## src/rtl/mem_access.sv

```systemverilog
// mem_access: memory-access stage of the unpipelined MIPS core.
// Takes the effective address and store data from execute, runs one access on
// a req/ack data-memory port, and returns the extended load result with a
// one-cycle done pulse. A misaligned or illegal access faults without touching
// the bus. A request with no ack within MAX_WAIT cycles times out.
//
// Ports:
//   i_clk, i_rst_n         clock (rising edge), synchronous active-low reset
//   i_valid                instruction present from the execute stage
//   i_memRead, i_memWrite  load / store instruction
//   i_size                 00 byte, 01 half, 10 word, 11 illegal
//   i_unsigned             zero-extend the load result (lbu/lhu)
//   i_ALUres               effective byte address
//   i_op2                  store data (rt)
//   o_stall                hold PC/upstream (combinational)
//   o_done                 one-cycle completion pulse
//   o_rdata                extended load result, valid with o_done
//   o_fault                misaligned/illegal access, valid with o_done
//   o_timeout              no ack within MAX_WAIT, valid with o_done
//   o_dm_req/we/addr/be/wdata  data-memory request port
//   i_dm_ack, i_dm_rdata   memory ack and read word (same cycle for reads)
module mem_access #(
    parameter int unsigned MAX_WAIT = 255
) (
    input  logic        i_clk,
    input  logic        i_rst_n,
    input  logic        i_valid,
    input  logic        i_memRead,
    input  logic        i_memWrite,
    input  logic [1:0]  i_size,
    input  logic        i_unsigned,
    input  logic [31:0] i_ALUres,
    input  logic [31:0] i_op2,
    output logic        o_stall,
    output logic        o_done,
    output logic [31:0] o_rdata,
    output logic        o_fault,
    output logic        o_timeout,
    output logic        o_dm_req,
    output logic        o_dm_we,
    output logic [31:0] o_dm_addr,
    output logic [3:0]  o_dm_be,
    output logic [31:0] o_dm_wdata,
    input  logic        i_dm_ack,
    input  logic [31:0] i_dm_rdata
);

    localparam int unsigned CNT_W = 8;
    localparam logic [CNT_W-1:0] LAST_CNT = CNT_W'(MAX_WAIT - 1);

    localparam logic [1:0] IDLE = 2'd0;
    localparam logic [1:0] REQ  = 2'd1;
    localparam logic [1:0] DONE = 2'd2;

    localparam logic [1:0] SZ_BYTE = 2'b00;
    localparam logic [1:0] SZ_HALF = 2'b01;
    localparam logic [1:0] SZ_WORD = 2'b10;
    localparam logic [1:0] SZ_ILL  = 2'b11;

    // Registered state
    logic [1:0]       state_q,   state_d;
    logic [CNT_W-1:0] cnt_q,     cnt_d;
    logic             req_q,     req_d;
    logic             we_q,      we_d;
    logic [31:0]      addr_q,    addr_d;
    logic [3:0]       be_q,      be_d;
    logic [31:0]      wdata_q,   wdata_d;
    logic [1:0]       lane_q,    lane_d;
    logic [1:0]       size_q,    size_d;
    logic             zext_q,    zext_d;
    logic             done_q,    done_d;
    logic [31:0]      rdata_q,   rdata_d;
    logic             fault_q,   fault_d;
    logic             timeout_q, timeout_d;

    // Decode of the instruction currently offered by execute
    logic        start_c;
    logic        fault_c;
    logic [3:0]  st_be_c;
    logic [31:0] st_wdata_c;

    // Select and extend the addressed byte/half of a read word.
    function automatic logic [31:0] load_extract(
        input logic [31:0] word,
        input logic [1:0]  lane,
        input logic [1:0]  size,
        input logic        zext
    );
        logic [7:0]  b;
        logic [15:0] h;
        logic [31:0] r;
        case (lane)
            2'd0:    b = word[7:0];
            2'd1:    b = word[15:8];
            2'd2:    b = word[23:16];
            default: b = word[31:24];
        endcase
        h = lane[1] ? word[31:16] : word[15:0];
        case (size)
            SZ_BYTE: r = zext ? {24'd0, b} : {{24{b[7]}}, b};
            SZ_HALF: r = zext ? {16'd0, h} : {{16{h[15]}}, h};
            default: r = word;
        endcase
        return r;
    endfunction

    assign start_c = i_valid & (i_memRead | i_memWrite);

    // Simultaneous read+write, the reserved size, or a misaligned half/word.
    assign fault_c = (i_memRead & i_memWrite)
                   | (i_size == SZ_ILL)
                   | ((i_size == SZ_HALF) & i_ALUres[0])
                   | ((i_size == SZ_WORD) & (i_ALUres[1:0] != 2'b00));

    // Store lane steering: data replicated across lanes, enables pick the target.
    always_comb begin
        st_be_c    = 4'b1111;
        st_wdata_c = 32'd0;
        if (i_memWrite) begin
            case (i_size)
                SZ_BYTE: begin
                    st_be_c    = 4'b0001 << i_ALUres[1:0];
                    st_wdata_c = {4{i_op2[7:0]}};
                end
                SZ_HALF: begin
                    st_be_c    = i_ALUres[1] ? 4'b1100 : 4'b0011;
                    st_wdata_c = {2{i_op2[15:0]}};
                end
                default: begin
                    st_be_c    = 4'b1111;
                    st_wdata_c = i_op2;
                end
            endcase
        end
    end

    // Next-state and registered-output logic.
    always_comb begin
        state_d   = state_q;
        cnt_d     = cnt_q;
        req_d     = req_q;
        we_d      = we_q;
        addr_d    = addr_q;
        be_d      = be_q;
        wdata_d   = wdata_q;
        lane_d    = lane_q;
        size_d    = size_q;
        zext_d    = zext_q;
        done_d    = 1'b0;
        rdata_d   = 32'd0;
        fault_d   = 1'b0;
        timeout_d = 1'b0;

        case (state_q)
            IDLE: begin
                if (start_c) begin
                    if (fault_c) begin
                        state_d = DONE;
                        done_d  = 1'b1;
                        fault_d = 1'b1;
                    end else begin
                        state_d = REQ;
                        cnt_d   = '0;
                        req_d   = 1'b1;
                        we_d    = i_memWrite;
                        addr_d  = {i_ALUres[31:2], 2'b00};
                        be_d    = st_be_c;
                        wdata_d = st_wdata_c;
                        lane_d  = i_ALUres[1:0];
                        size_d  = i_size;
                        zext_d  = i_unsigned;
                    end
                end
            end

            REQ: begin
                // Ack is checked first so it wins over the final timeout cycle.
                if (i_dm_ack) begin
                    state_d = DONE;
                    done_d  = 1'b1;
                    rdata_d = we_q ? 32'd0
                                   : load_extract(i_dm_rdata, lane_q, size_q, zext_q);
                end else if (cnt_q == LAST_CNT) begin
                    state_d   = DONE;
                    done_d    = 1'b1;
                    timeout_d = 1'b1;
                end else begin
                    cnt_d = cnt_q + CNT_W'(1);
                end
                if (state_d == DONE) begin
                    cnt_d   = '0;
                    req_d   = 1'b0;
                    we_d    = 1'b0;
                    addr_d  = 32'd0;
                    be_d    = 4'd0;
                    wdata_d = 32'd0;
                end
            end

            DONE: begin
                state_d = IDLE;
            end

            default: begin
                state_d = IDLE;
                cnt_d   = '0;
                req_d   = 1'b0;
                we_d    = 1'b0;
                addr_d  = 32'd0;
                be_d    = 4'd0;
                wdata_d = 32'd0;
            end
        endcase
    end

    // State register; reset also aborts an in-flight request.
    always_ff @(posedge i_clk) begin
        if (!i_rst_n) begin
            state_q   <= IDLE;
            cnt_q     <= '0;
            req_q     <= 1'b0;
            we_q      <= 1'b0;
            addr_q    <= 32'd0;
            be_q      <= 4'd0;
            wdata_q   <= 32'd0;
            lane_q    <= 2'd0;
            size_q    <= 2'd0;
            zext_q    <= 1'b0;
            done_q    <= 1'b0;
            rdata_q   <= 32'd0;
            fault_q   <= 1'b0;
            timeout_q <= 1'b0;
        end else begin
            state_q   <= state_d;
            cnt_q     <= cnt_d;
            req_q     <= req_d;
            we_q      <= we_d;
            addr_q    <= addr_d;
            be_q      <= be_d;
            wdata_q   <= wdata_d;
            lane_q    <= lane_d;
            size_q    <= size_d;
            zext_q    <= zext_d;
            done_q    <= done_d;
            rdata_q   <= rdata_d;
            fault_q   <= fault_d;
            timeout_q <= timeout_d;
        end
    end

    // Stall must hold upstream in the very cycle a memory op is offered.
    assign o_stall    = ((state_q == IDLE) && start_c) || (state_q == REQ);
    assign o_done     = done_q;
    assign o_rdata    = rdata_q;
    assign o_fault    = fault_q;
    assign o_timeout  = timeout_q;
    assign o_dm_req   = req_q;
    assign o_dm_we    = we_q;
    assign o_dm_addr  = addr_q;
    assign o_dm_be    = be_q;
    assign o_dm_wdata = wdata_q;

endmodule

```

## config.mk

```make
export PLATFORM = sky130hd
export DESIGN_NAME = mem_access
export DESIGN_NICKNAME = d
export VERILOG_FILES = /design/src/rtl/mem_access.sv
export SDC_FILE = /design/constraint.sdc
export NUM_CORES = 1
export LEC_CHECK = 0
export ABC_CLOCK_PERIOD_IN_PS = 4100
export BUFFER_PORTS_ARGS = -buffer_cell sky130_fd_sc_hd__buf_4
export CAP_MARGIN = 5
export CORE_UTILIZATION = 51
export CTS_CLUSTER_SIZE = 30
export DETAILED_ROUTE_END_ITERATION = 16
export PLACE_DENSITY = 0.9
export SYNTH_ARGS = -nofsm -noshare
export SYNTH_HDL_FRONTEND = slang
export SYNTH_SLANG_ARGS = --single-unit
```

## constraint.sdc

```tcl
create_clock -name i_clk -period 4.1 [get_ports i_clk]
set_input_delay 0.205 -clock i_clk [delete_from_list [all_inputs] [get_ports i_clk]]
set_output_delay 0.205 -clock i_clk [all_outputs]
set_load 0.05 [all_outputs]
```

==> reports/qor.txt <==
Max Cap Viol: 0
EDFF count, synth: 0
synth unique cells: 55
HP Class: in2reg
Worst R2R Start: size_q[1]
hold path startpoint: i_op2[8]
WP data arrival: 3.31 ns
synthesized flop and latch total: 118
Worst EP required: 4.45 ns
Clock Pin Slew Worst Setup and Hold Paths: 0.06 ns
register area: 2362 um^2
Seq pwr share: 38.8%
Int Power: 2.248 mW
ys flop type: dfxtp_1
synth top area cells: dfxtp_1 49%, a32o_1 9.2%, mux2i_1 6.1%
Final Instance Area: 7736 um^2
CTS Root Cell: clkbuf_8
dpl cell area: 6326 um^2
post-placement worst setup slack: 1.483 ns
hold_buf cts: 85
Synth Area in XOR/XNOR: 0.3394%
DP Wirelength: 10.04 mm
initial DRC count: 419
initial antenna violation count: 0
# DRC: 0
setup bufs post-CTS: 0
Synth Area in Adders: 0.7311%
GRT overflow: 0
gpl congestion: 0.8148
pwr dens: 400.0 nW/um^2
Std-Cell Core Area: 9153 um^2
DIE AREA: 9788 um^2
critical path capture point type: flip-flop
Max FO, Critical Path: 32
Final Hold Fails: 0
CTS tree: done
multi-input logic area: 2192 um^2
GRT Total Usage: 37.53%
Starting Density: 52.36%
largest net degree at the start of global routing: 76
RSZ-0062 raised after global routing: false
Pleak: 3.391 nW
relative slew slack: 17.94%
mapped cell area: 4792 um^2
PostCTS Resize Cnt: 0
CTS Buf Count: 17
post-synthesis cell count: 488
complex-gate fraction of the synthesized area: 25.22%
Post-Route WL: 18.56 mm
post-route ant nets: 0
first-pass GRT wire length: 28.39 mm
main combinational cell family by area after synthesis: compound AO/OA/AOI/OAI gates
part of the Yosys area used for sequential elements: 49.30%
fmax: 338.0 MHz
Synth area leader: dfxtp_1
Nets: 870
Syn Area/Cell: 9.820 um^2
post-synth top area share: 49.30%
TritonRoute pass-1 iters: 6
Area Growth Syn to Fin: 61.44%
Die X: 98.94 um
final worst slack: 1.141 ns
mux cell area share after synthesis: 6.997%
actual slew at the worst max-slew pin: 1.231 ns
DR vias/cell: 6.261
post-route clock period utilization: 72.16%
crit path time final: 2.959 ns
crit path from: size_q[1]
clock sinks: 118
IO buf count: 208
Synth Area in Simple Gates: 12.17%
setup_tns: 0 ns
fraction of layout instances using a drive strength above 1: 33.07%
crit path launch type: flip-flop
die height: 98.94 um
total number of vias: 5541
Setup CP Type: reg2reg
pins over their slew limit: 0
worst-skew pair later-pin latency: 0.51 ns
Antenna diodes: 0
cell row count: 35
VDD IR-drop max: 0.2977 mV
sw frac: 27.36%
Comb power frac: 16.1%
vias in the first global route: 5581
Yosys warnings: 0
worst clock skew: 0.01179 ns
outcome: finished, final reports clean
number of fill cells: 437
Final setup viols: 0
post-layout util: 84.52%
Avg WL per Cell: 20.97 um
power share of the clock group: 45.0%
switching power total: 0.8466 mW
Async SR Flop Fraction: 0%
Clock Tree Buf Depth: 2
CTS H-tree depth: 4
number of top-level pins: 211
[cells in the final DEF, fill, tap and decap left out, types with 2 or more instances in the layout]
cell and n:
conb_1 2, a21oi_1 31, o21ai_0 15, dlygate4sd3_1 86, a32o_1 44, clkinv_4 3, mux4_2 2, clkinvlp_4 2
and3_1 2, and3b_1 2, a221oi_1 8, clkinv_2 5, ha_1 2, nand2_1 54, o21bai_1 3, nand3_1 10
nor3_1 2, clkbuf_16 16, mux2i_1 29, nor2b_1 6, a311oi_1 2, dfxtp_1 118, a21o_1 2, inv_1 14
o22ai_1 30, o22ai_2 3, nor2_1 29, nand2b_1 3, a21oi_2 2, buf_4 210, bufinv_16 2, a222oi_1 7
[cells in the mapped netlist (all sizes together), types with 2 or more instances]
library cell	number
mux2i	29
nand2b	3
o22ai	33
o21bai	3
ha	2
nor3	3
a222oi	7
nand2	54
buf	17
nor2	30
and3b	2
a21o	2
nand3	10
a311oi	2
a21oi	33
a32o	44
dfxtp	118
and3	2
a221oi	8
nor2b	6
mux4	2
nor4b	2
o21ai	15
inv	14
clkbuf	24
nor3b	2
[critical path, stage by stage (launching register included)]
cell and delay [ns]:
dfxtp_1 1.06, nand2b_1 0.47, nor2_1 0.23, a222oi_1 0.37, dlygate4sd3_1 0.61, nor2_1 0.05
[final cells by class]
| cell class | instances | share of cell area, % |
|---|---|---|
| timing repair buffer | 296 | 31.51 |
| sequential | 118 | 30.54 |
| multi-input combinational | 315 | 28.34 |
| clock buffer | 17 | 5.353 |
| tap | 111 | 1.795 |
| clock inverter | 13 | 1.747 |
| inverter | 15 | 0.7278 |
[through the flow]
stage               power, mW  hold slack (ns)  instances
detailed placement      1.629           0.3970        769
global placement        1.618           0.4006        769
floorplan               1.462           0.2817        489
finish                  3.094         0.004862        885
global route            3.165         0.003890        885
CTS                     3.061         0.001263        884
[final timing paths]
kind / depth (start not counted) / to / slack, ns
setup reg to reg: 5 / o_rdata[5] / 1.14
hold reg to reg: 2 / o_dm_wdata[9] / 0.47
setup / recovery: 5 / o_rdata[5] / 1.14
hold / removal: 3 / o_dm_wdata[8] / 0.005
[power by group through the flow]
| stage | Combinational [mW] | Sequential (mW) | Clock (mW) |
|---|---|---|---|
| floorplan | 0.161 | 1.30 | 0 |
| global placement | 0.396 | 1.22 | 0 |
| detailed placement | 0.406 | 1.22 | 0 |
| CTS | 0.477 | 1.20 | 1.38 |
| global route | 0.518 | 1.20 | 1.44 |
| finish | 0.498 | 1.20 | 1.39 |
[routing by layer]
metal / part of all wire [%] / wire, um / global-route usage, % / vias up
li1: - / - / - / 2390
met1: 36 / 6712 / 40.84 / 2631
met2: 49 / 9029 / 63.21 / 414
met3: 9.0 / 1675 / 10.07 / 106
met4: 6.1 / 1138 / 27.10 / 0
met5: 0 / 0 / 0 / -
[registers in the layout, indices dropped and copies added (netlist names)]
signal	flops
o_dm_we	1
state_q	2
o_timeout	1
o_dm_addr	30
o_dm_req	1
o_rdata	32
cnt_q	8
size_q	2
zext_q	1
o_dm_wdata	32
o_dm_be	4
lane_q	2
o_fault	1
o_done	1
[cells by family (layout without fill, tap and decap cells)]
family	after synthesis	in the layout
AO/OA/AOI/OAI	157	157
AND/OR/NAND/NOR	121	121
flip-flops	118	118
buffers and inverters	56	341
multiplexers	31	31
adder cells (fa/ha/maj)	3	3
other	1	2
XOR/XNOR	1	1
Power figures use the tool's default switching activity.
